<file path="config.mk">
export PLATFORM = sky130hd
export DESIGN_NAME = tms_progmem_arbiter
export DESIGN_NICKNAME = d
export VERILOG_FILES = /design/src/rtl/tms_progmem_arbiter_pkg.sv /design/src/rtl/tms_progmem_arbiter_rr_arbiter2.sv /design/src/rtl/tms_progmem_arbiter.sv
export SDC_FILE = /design/constraint.sdc
export NUM_CORES = 1
export LEC_CHECK = 0
export ABC_CLOCK_PERIOD_IN_PS = 2200
export CAP_MARGIN = 20
export CORE_ASPECT_RATIO = 1.2
export CORE_MARGIN = 8
export CORE_UTILIZATION = 35
export CTS_BUF_LIST = sky130_fd_sc_hd__clkbuf_4
export CTS_CLUSTER_DIAMETER = 100
export DETAILED_ROUTE_END_ITERATION = 8
export PLACE_DENSITY = 0.91
export SLEW_MARGIN = 20
export SYNTH_ARGS = -nofsm -noshare
export SYNTH_HDL_FRONTEND = slang
export SYNTH_HIERARCHICAL = 1
export SYNTH_SLANG_ARGS = --single-unit
</file>
<file path="constraint.sdc">
create_clock -name wb_clk_i -period 2.2 [get_ports wb_clk_i]
set_input_delay 0.55 -clock wb_clk_i [delete_from_list [all_inputs] [get_ports wb_clk_i]]
set_output_delay 0.55 -clock wb_clk_i [all_outputs]
set_load 0.005 [all_outputs]
</file>
<file path="src/rtl/tms_progmem_arbiter_pkg.sv">
// Shared definitions for the TMS1x00 program-memory arbiter: FSM states, owner codes, default base.
package tms_progmem_arbiter_pkg;

    typedef enum logic [1:0] {
        ST_IDLE    = 2'd0,
        ST_ISSUE   = 2'd1,
        ST_CAPTURE = 2'd2
    } state_e;

    localparam logic        OWNER_CPU = 1'b0;
    localparam logic        OWNER_WB  = 1'b1;
    localparam logic [31:0] PROG_BASE = 32'h3000_0000;

endpackage

</file>
<file path="src/rtl/tms_progmem_arbiter_rr_arbiter2.sv">
// Two-way round-robin arbiter: req[0]=CPU, req[1]=WB; on a tie the side not granted last wins.
module rr_arbiter2
    import tms_progmem_arbiter_pkg::*;
(
    input  logic       clk,
    input  logic       rst,
    input  logic [1:0] req,
    input  logic       update,
    output logic [1:0] grant
);

    logic last_grant_r;

    // One-hot grant from the current requests and the last winner
    always_comb begin
        grant = 2'b00;
        case (req)
            2'b01:   grant = 2'b01;
            2'b10:   grant = 2'b10;
            2'b11: begin
                if (last_grant_r == OWNER_WB) begin
                    grant = 2'b01;
                end else begin
                    grant = 2'b10;
                end
            end
            default: grant = 2'b00;
        endcase
    end

    // Remember the winner of every accepted grant; reset favours the CPU on the first tie
    always_ff @(posedge clk or posedge rst) begin
        if (rst) begin
            last_grant_r <= OWNER_WB;
        end else if (update && (grant != 2'b00)) begin
            last_grant_r <= grant[1];
        end else begin
            last_grant_r <= last_grant_r;
        end
    end

endmodule

</file>
<file path="src/rtl/tms_progmem_arbiter.sv">
// Shares the single-port synchronous-read program SRAM between the CPU fetch port and the Wishbone slave.
module tms_progmem_arbiter
    import tms_progmem_arbiter_pkg::*;
#(
    parameter int          ADDR_W        = 11,
    parameter logic [31:0] BASE_ADDR     = PROG_BASE,
    parameter bit          LOCK_WHEN_RUN = 1'b1
) (
    input  logic              wb_clk_i,
    input  logic              wb_rst_i,
    input  logic              wbs_cyc_i,
    input  logic              wbs_stb_i,
    input  logic              wbs_we_i,
    input  logic [3:0]        wbs_sel_i,
    input  logic [31:0]       wbs_adr_i,
    input  logic [31:0]       wbs_dat_i,
    output logic              wbs_ack_o,
    output logic [31:0]       wbs_dat_o,
    input  logic              cpu_run_i,
    input  logic              cpu_req_i,
    input  logic [ADDR_W-1:0] cpu_addr_i,
    output logic              cpu_valid_o,
    output logic [7:0]        cpu_rdata_o,
    output logic              mem_ce_o,
    output logic              mem_we_o,
    output logic [ADDR_W-1:0] mem_addr_o,
    output logic [7:0]        mem_wdata_o,
    input  logic [7:0]        mem_rdata_i,
    output logic              wr_viol_o
);

    state_e            state_r, next_state_s;
    logic [1:0]        req_s, grant_s;
    logic              hit_s, wb_pend_s, cpu_pend_s, lock_s, grant_any_s, wb_grant_s;
    logic              owner_r, is_write_r;
    logic              wbs_ack_r, cpu_valid_r, mem_ce_r, mem_we_r, wr_viol_r;
    logic [ADDR_W-1:0] mem_addr_r;
    logic [7:0]        mem_wdata_r, wb_rdata_r, cpu_rdata_r;
    logic              unused_s;

    assign unused_s    = &{1'b0, wbs_sel_i[3:1], wbs_dat_i[31:8], wbs_adr_i[1:0]};

    // Masking with our own ack keeps a just-finished WB cycle from being granted twice
    assign hit_s       = (wbs_adr_i[31:ADDR_W+2] == BASE_ADDR[31:ADDR_W+2]);
    assign wb_pend_s   = wbs_cyc_i & wbs_stb_i & hit_s & ~wbs_ack_r;
    assign cpu_pend_s  = cpu_req_i & cpu_run_i;
    assign lock_s      = LOCK_WHEN_RUN & cpu_run_i;
    assign req_s       = {wb_pend_s, cpu_pend_s};
    assign grant_any_s = (grant_s != 2'b00);
    assign wb_grant_s  = grant_s[1];

    rr_arbiter2 u_rr (
        .clk    (wb_clk_i),
        .rst    (wb_rst_i),
        .req    (req_s),
        .update (state_r == ST_IDLE),
        .grant  (grant_s)
    );

    // Next-state logic
    always_comb begin
        next_state_s = state_r;
        case (state_r)
            ST_IDLE: begin
                if (grant_any_s) begin
                    next_state_s = ST_ISSUE;
                end else begin
                    next_state_s = ST_IDLE;
                end
            end
            ST_ISSUE: begin
                if (is_write_r) begin
                    next_state_s = ST_IDLE;
                end else begin
                    next_state_s = ST_CAPTURE;
                end
            end
            ST_CAPTURE: next_state_s = ST_IDLE;
            default:    next_state_s = ST_IDLE;
        endcase
    end

    // State register
    always_ff @(posedge wb_clk_i or posedge wb_rst_i) begin
        if (wb_rst_i) begin
            state_r <= ST_IDLE;
        end else begin
            state_r <= next_state_s;
        end
    end

    // Datapath: latch the grant into the SRAM port, capture read data, pulse ack/valid
    always_ff @(posedge wb_clk_i or posedge wb_rst_i) begin
        if (wb_rst_i) begin
            owner_r     <= OWNER_CPU;
            is_write_r  <= 1'b0;
            wbs_ack_r   <= 1'b0;
            cpu_valid_r <= 1'b0;
            mem_ce_r    <= 1'b0;
            mem_we_r    <= 1'b0;
            mem_addr_r  <= '0;
            mem_wdata_r <= 8'h00;
            wb_rdata_r  <= 8'h00;
            cpu_rdata_r <= 8'h00;
            wr_viol_r   <= 1'b0;
        end else begin
            wbs_ack_r   <= 1'b0;
            cpu_valid_r <= 1'b0;
            mem_ce_r    <= 1'b0;
            mem_we_r    <= 1'b0;
            case (state_r)
                ST_IDLE: begin
                    if (grant_any_s) begin
                        owner_r    <= wb_grant_s;
                        is_write_r <= wb_grant_s & wbs_we_i;
                        mem_ce_r   <= 1'b1;
                        mem_we_r   <= wb_grant_s & wbs_we_i & wbs_sel_i[0] & ~lock_s;
                        if (wb_grant_s) begin
                            mem_addr_r  <= wbs_adr_i[ADDR_W+1:2];
                            mem_wdata_r <= wbs_dat_i[7:0];
                        end else begin
                            mem_addr_r  <= cpu_addr_i;
                        end
                        if (wb_grant_s & wbs_we_i & wbs_sel_i[0] & lock_s) begin
                            wr_viol_r <= 1'b1;
                        end
                    end
                end
                ST_ISSUE: begin
                    if (is_write_r) begin
                        wbs_ack_r <= 1'b1;
                    end
                end
                ST_CAPTURE: begin
                    if (owner_r == OWNER_WB) begin
                        wb_rdata_r <= mem_rdata_i;
                        wbs_ack_r  <= 1'b1;
                    end else begin
                        cpu_rdata_r <= mem_rdata_i;
                        cpu_valid_r <= 1'b1;
                    end
                end
                default: begin
                    wbs_ack_r <= 1'b0;
                end
            endcase
        end
    end

    assign wbs_ack_o   = wbs_ack_r;
    assign wbs_dat_o   = {24'h00_0000, wb_rdata_r};
    assign cpu_valid_o = cpu_valid_r;
    assign cpu_rdata_o = cpu_rdata_r;
    assign mem_ce_o    = mem_ce_r;
    assign mem_we_o    = mem_we_r;
    assign mem_addr_o  = mem_addr_r;
    assign mem_wdata_o = mem_wdata_r;
    assign wr_viol_o   = wr_viol_r;

endmodule
</file>
==> results_dict.tcl <==
set metrics [dict create \
    ys_ff_latch 45 \
    area_growth_pct 63.8 \
    drt_iter0_markers 31 \
    viasPerCell 4.40 \
    clkSlewWorstSetupHoldPaths_ns 0.14 \
    pre_cts_slack_ns -0.619 \
    worst_slack_ns 0.127 \
    nets 382 \
    initial_core_util_pct 36.4 \
    cts_num_sinks 45 \
    vias 1610 \
    finish.instance_area_mm2 0.00338 \
    synthCells 169 \
    cp_slowest_cell "or4_4" \
    place_congestion 0.770 \
    power.total_mw 1.85 \
    startpoint_type "primary input" \
    drv_cap 0 \
    period_needed_ns 2.07 \
    setup_violations 0 \
    cp_max_fo 6 \
    period_share_pct 94.2 \
    grt_max_degree 29 \
    post_route_cells_drive_above_1_share_pct 18.9 \
    crit_end "mem_addr_o[5]$_DFFE_PP0P_" \
    dr.pass1.iters 3 \
    drc_errors 0 \
    cts_tree "done" \
    drv_slew 0 \
    num-fill-cells 481 \
    core_mm2 0.00567 \
    ys_types 28 \
    netlist_area_mm2 0.00206 \
    regToRegSetupSlack_ns 0.26 \
    reg2reg_from "wbs_ack_o$_DFF_PP0_" \
    wl_um 5750 \
    grt_pass1_vias 1852 \
    antenna_cells 0 \
    yosys_warnings 6 \
    grt_overflow 0 \
    placed_cell_area_mm2 0.00317 \
    hold_violations 0 \
    cts_made_buffers 5 \
    synthFlopType "dfrtp_1" \
    htreeDepth 2 \
    crit_start "wbs_adr_i[18]" \
    crit_top_cell "buf_12" \
    worstSkewPairLatency_ns 0.36 \
    r2r-end "mem_addr_o[5]$_DFFE_PP0P_" \
    cp.depth 8 \
    synthArstFlopShare_pct 100 \
    ir_drop_mv 0.341 \
    rsz0062_at_grt "false" \
    cts-hold-fix-buffers 0 \
    die_height_um 100 \
    pwr_density_cell_mw_per_mm2 547 \
    dp.cells 353 \
    antenna_found_initial 0 \
    reg2regPathDepth 8 \
    clock_path_buffers 2 \
    seq_area_frac_synth_pct 54.7 \
    io_buffers 104 \
    row_count 30 \
    fmax_mhz 482 \
    synth_edf_count 0 \
    critical_path_required_ns 2.46 \
    die_w_um 86.1 \
    finalClockSkew_ns 0.00685 \
    path_buf_inv 3 \
    path_class "in2reg" \
    cts_root_buf "clkbuf_4" \
    syn_area_per_cell_um2 12.2 \
    end_kind "flop" \
    multiInputGateArea_um2 876 \
    path_delay_family "simple AND/OR/NAND/NOR gates" \
    post-dp-hpwl_um 4490 \
    cp.arrival_ns 2.33 \
    power.leakage_nw 1.53 \
    io_pins 158 \
    grt_usage_pct 13.3 \
    ant_nets 0 \
    ff_latch_area_mm2 0.00113 \
    instances_no_fill 366 \
    crit_chain "dlygate4sd2_1, or4_4, nor4_4, a21boi_4, buf_12, buf_12, mux2i_1, o21ai_1" \
    grt_pass1_wl_um 9050 \
    hp-class "reg2reg" \
    post_drt_wl_per_cell_um 15.7 \
    die-area_mm2 0.00861 \
    status "finished, final reports clean" \
    max_stage_delay_ns 0.49 \
]
[area by class of cell]
cell class	instances	share of cell area (%)
timing repair buffer	115	35.1
sequential	45	33.4
multi-input combinational	110	25.9
tap	80	2.96
clock buffer	5	1.11
inverter	8	0.889
clock inverter	3	0.630
[worst min path at each step]
stage                                start               endpoint  slack (ns)  depth (start not counted)
floorplan           is_write_r$_DFFE_PP0P_   state_r[1]$_DFF_PP0_        0.42                          1
global placement     wr_viol_o$_DFFE_PP0P_  wr_viol_o$_DFFE_PP0P_        0.45                          1
detailed placement   wr_viol_o$_DFFE_PP0P_  wr_viol_o$_DFFE_PP0P_        0.47                          1
CTS                 is_write_r$_DFFE_PP0P_   state_r[1]$_DFF_PP0_        0.47                          1
global route        is_write_r$_DFFE_PP0P_   state_r[1]$_DFF_PP0_        0.49                          1
finish              is_write_r$_DFFE_PP0P_   state_r[1]$_DFF_PP0_        0.48                          1
[logic make-up (layout without fill, tap and decap cells)]
family	after synthesis	in the layout	synth area share, %
muxes	35	35	18.4
adders and majority gates	3	3	1.82
other	1	24	0.182
AOI/OAI and AO/OA	19	19	5.64
DFF	45	45	54.7
buffers and inverters	37	131	11.5
and+or+nand+nor	29	29	7.71
[what timing repair did]
action                                  CTS  global route
pin swaps                                 8             4
endpoints found under the setup margin   24            21
gates cloned                              2             0
setup buffers                             3             0
resized for setup                        35             6
[layout by cell type, fill, tap and decap left out, drive strengths merged, types with 2 or more instances in the layout]
| master | netlist | final |
|---|---|---|
| nor4 | 2 | 2 |
| inv | 8 | 9 |
| dlygate4sd2 | 0 | 14 |
| dfrtp | 44 | 44 |
| a21boi | 3 | 3 |
| clkdlybuf4s50 | 0 | 86 |
| nor4b | 2 | 2 |
| conb | 1 | 24 |
| nand4 | 2 | 2 |
| nor2b | 2 | 2 |
| dlymetal6s2s | 0 | 3 |
| buf | 29 | 11 |
| clkbuf | 0 | 5 |
| mux2 | 24 | 24 |
| ha | 3 | 3 |
| nand2 | 17 | 17 |
| o21ai | 12 | 12 |
| mux2i | 11 | 11 |
[power breakdown]
part	leakage, nW	total (mW)	switching, mW	internal [mW]
Sequential	0.570	0.961	0.0442	0.916
Clock	0.0316	0.410	0.283	0.127
Combinational	0.927	0.476	0.161	0.315
[state kept, by name (all words and copies together) (netlist names)]
register,cells
wb_rdata_r,8
wbs_ack_o,1
mem_wdata_o,8
wr_viol_o,1
owner_r,1
mem_we_o,1
u_rr/last_grant_r,1
cpu_valid_o,1
is_write_r,1
mem_ce_o,1
state_r,2
cpu_rdata_o,8
mem_addr_o,11
[synthesized netlist by cell type, types with 2 or more instances]
cell | count | area share, %
nor4b_1 | 2 | 0.85
nand2_1 | 16 | 2.9
ha_1 | 3 | 1.8
o21ai_0 | 11 | 2.7
mux2i_1 | 11 | 5.3
dfrtp_1 | 44 | 53
inv_1 | 8 | 1.5
buf_2 | 4 | 0.97
nand4_1 | 2 | 0.61
a21boi_0 | 2 | 0.73
mux2_2 | 24 | 13
nor2b_1 | 2 | 0.61
buf_4 | 25 | 9.1
[metal layers]
| metal | track usage (%) | vias up | share of wire, % |
|---|---|---|---|
| li1 | - | 760 | - |
| met1 | 12.4 | 752 | 35 |
| met2 | 24.3 | 85 | 51 |
| met3 | 6.13 | 13 | 12 |
| met4 | 5.00 | 0 | 2.3 |
| met5 | 0 | - | 0 |
[metrics by stage]
stage | TNS (ns) | hold slack (ns) | util, %
floorplan | 0 | 0.425 | -
CTS | 0 | 0.470 | 59.4
detailed placement | -13.70 | 0.466 | 55.9
global route | 0 | 0.493 | 59.6
global placement | -12.87 | 0.453 | 55.9
finish | 0 | 0.483 | 59.6
Note: power is estimated with default switching activity, not from simulation.
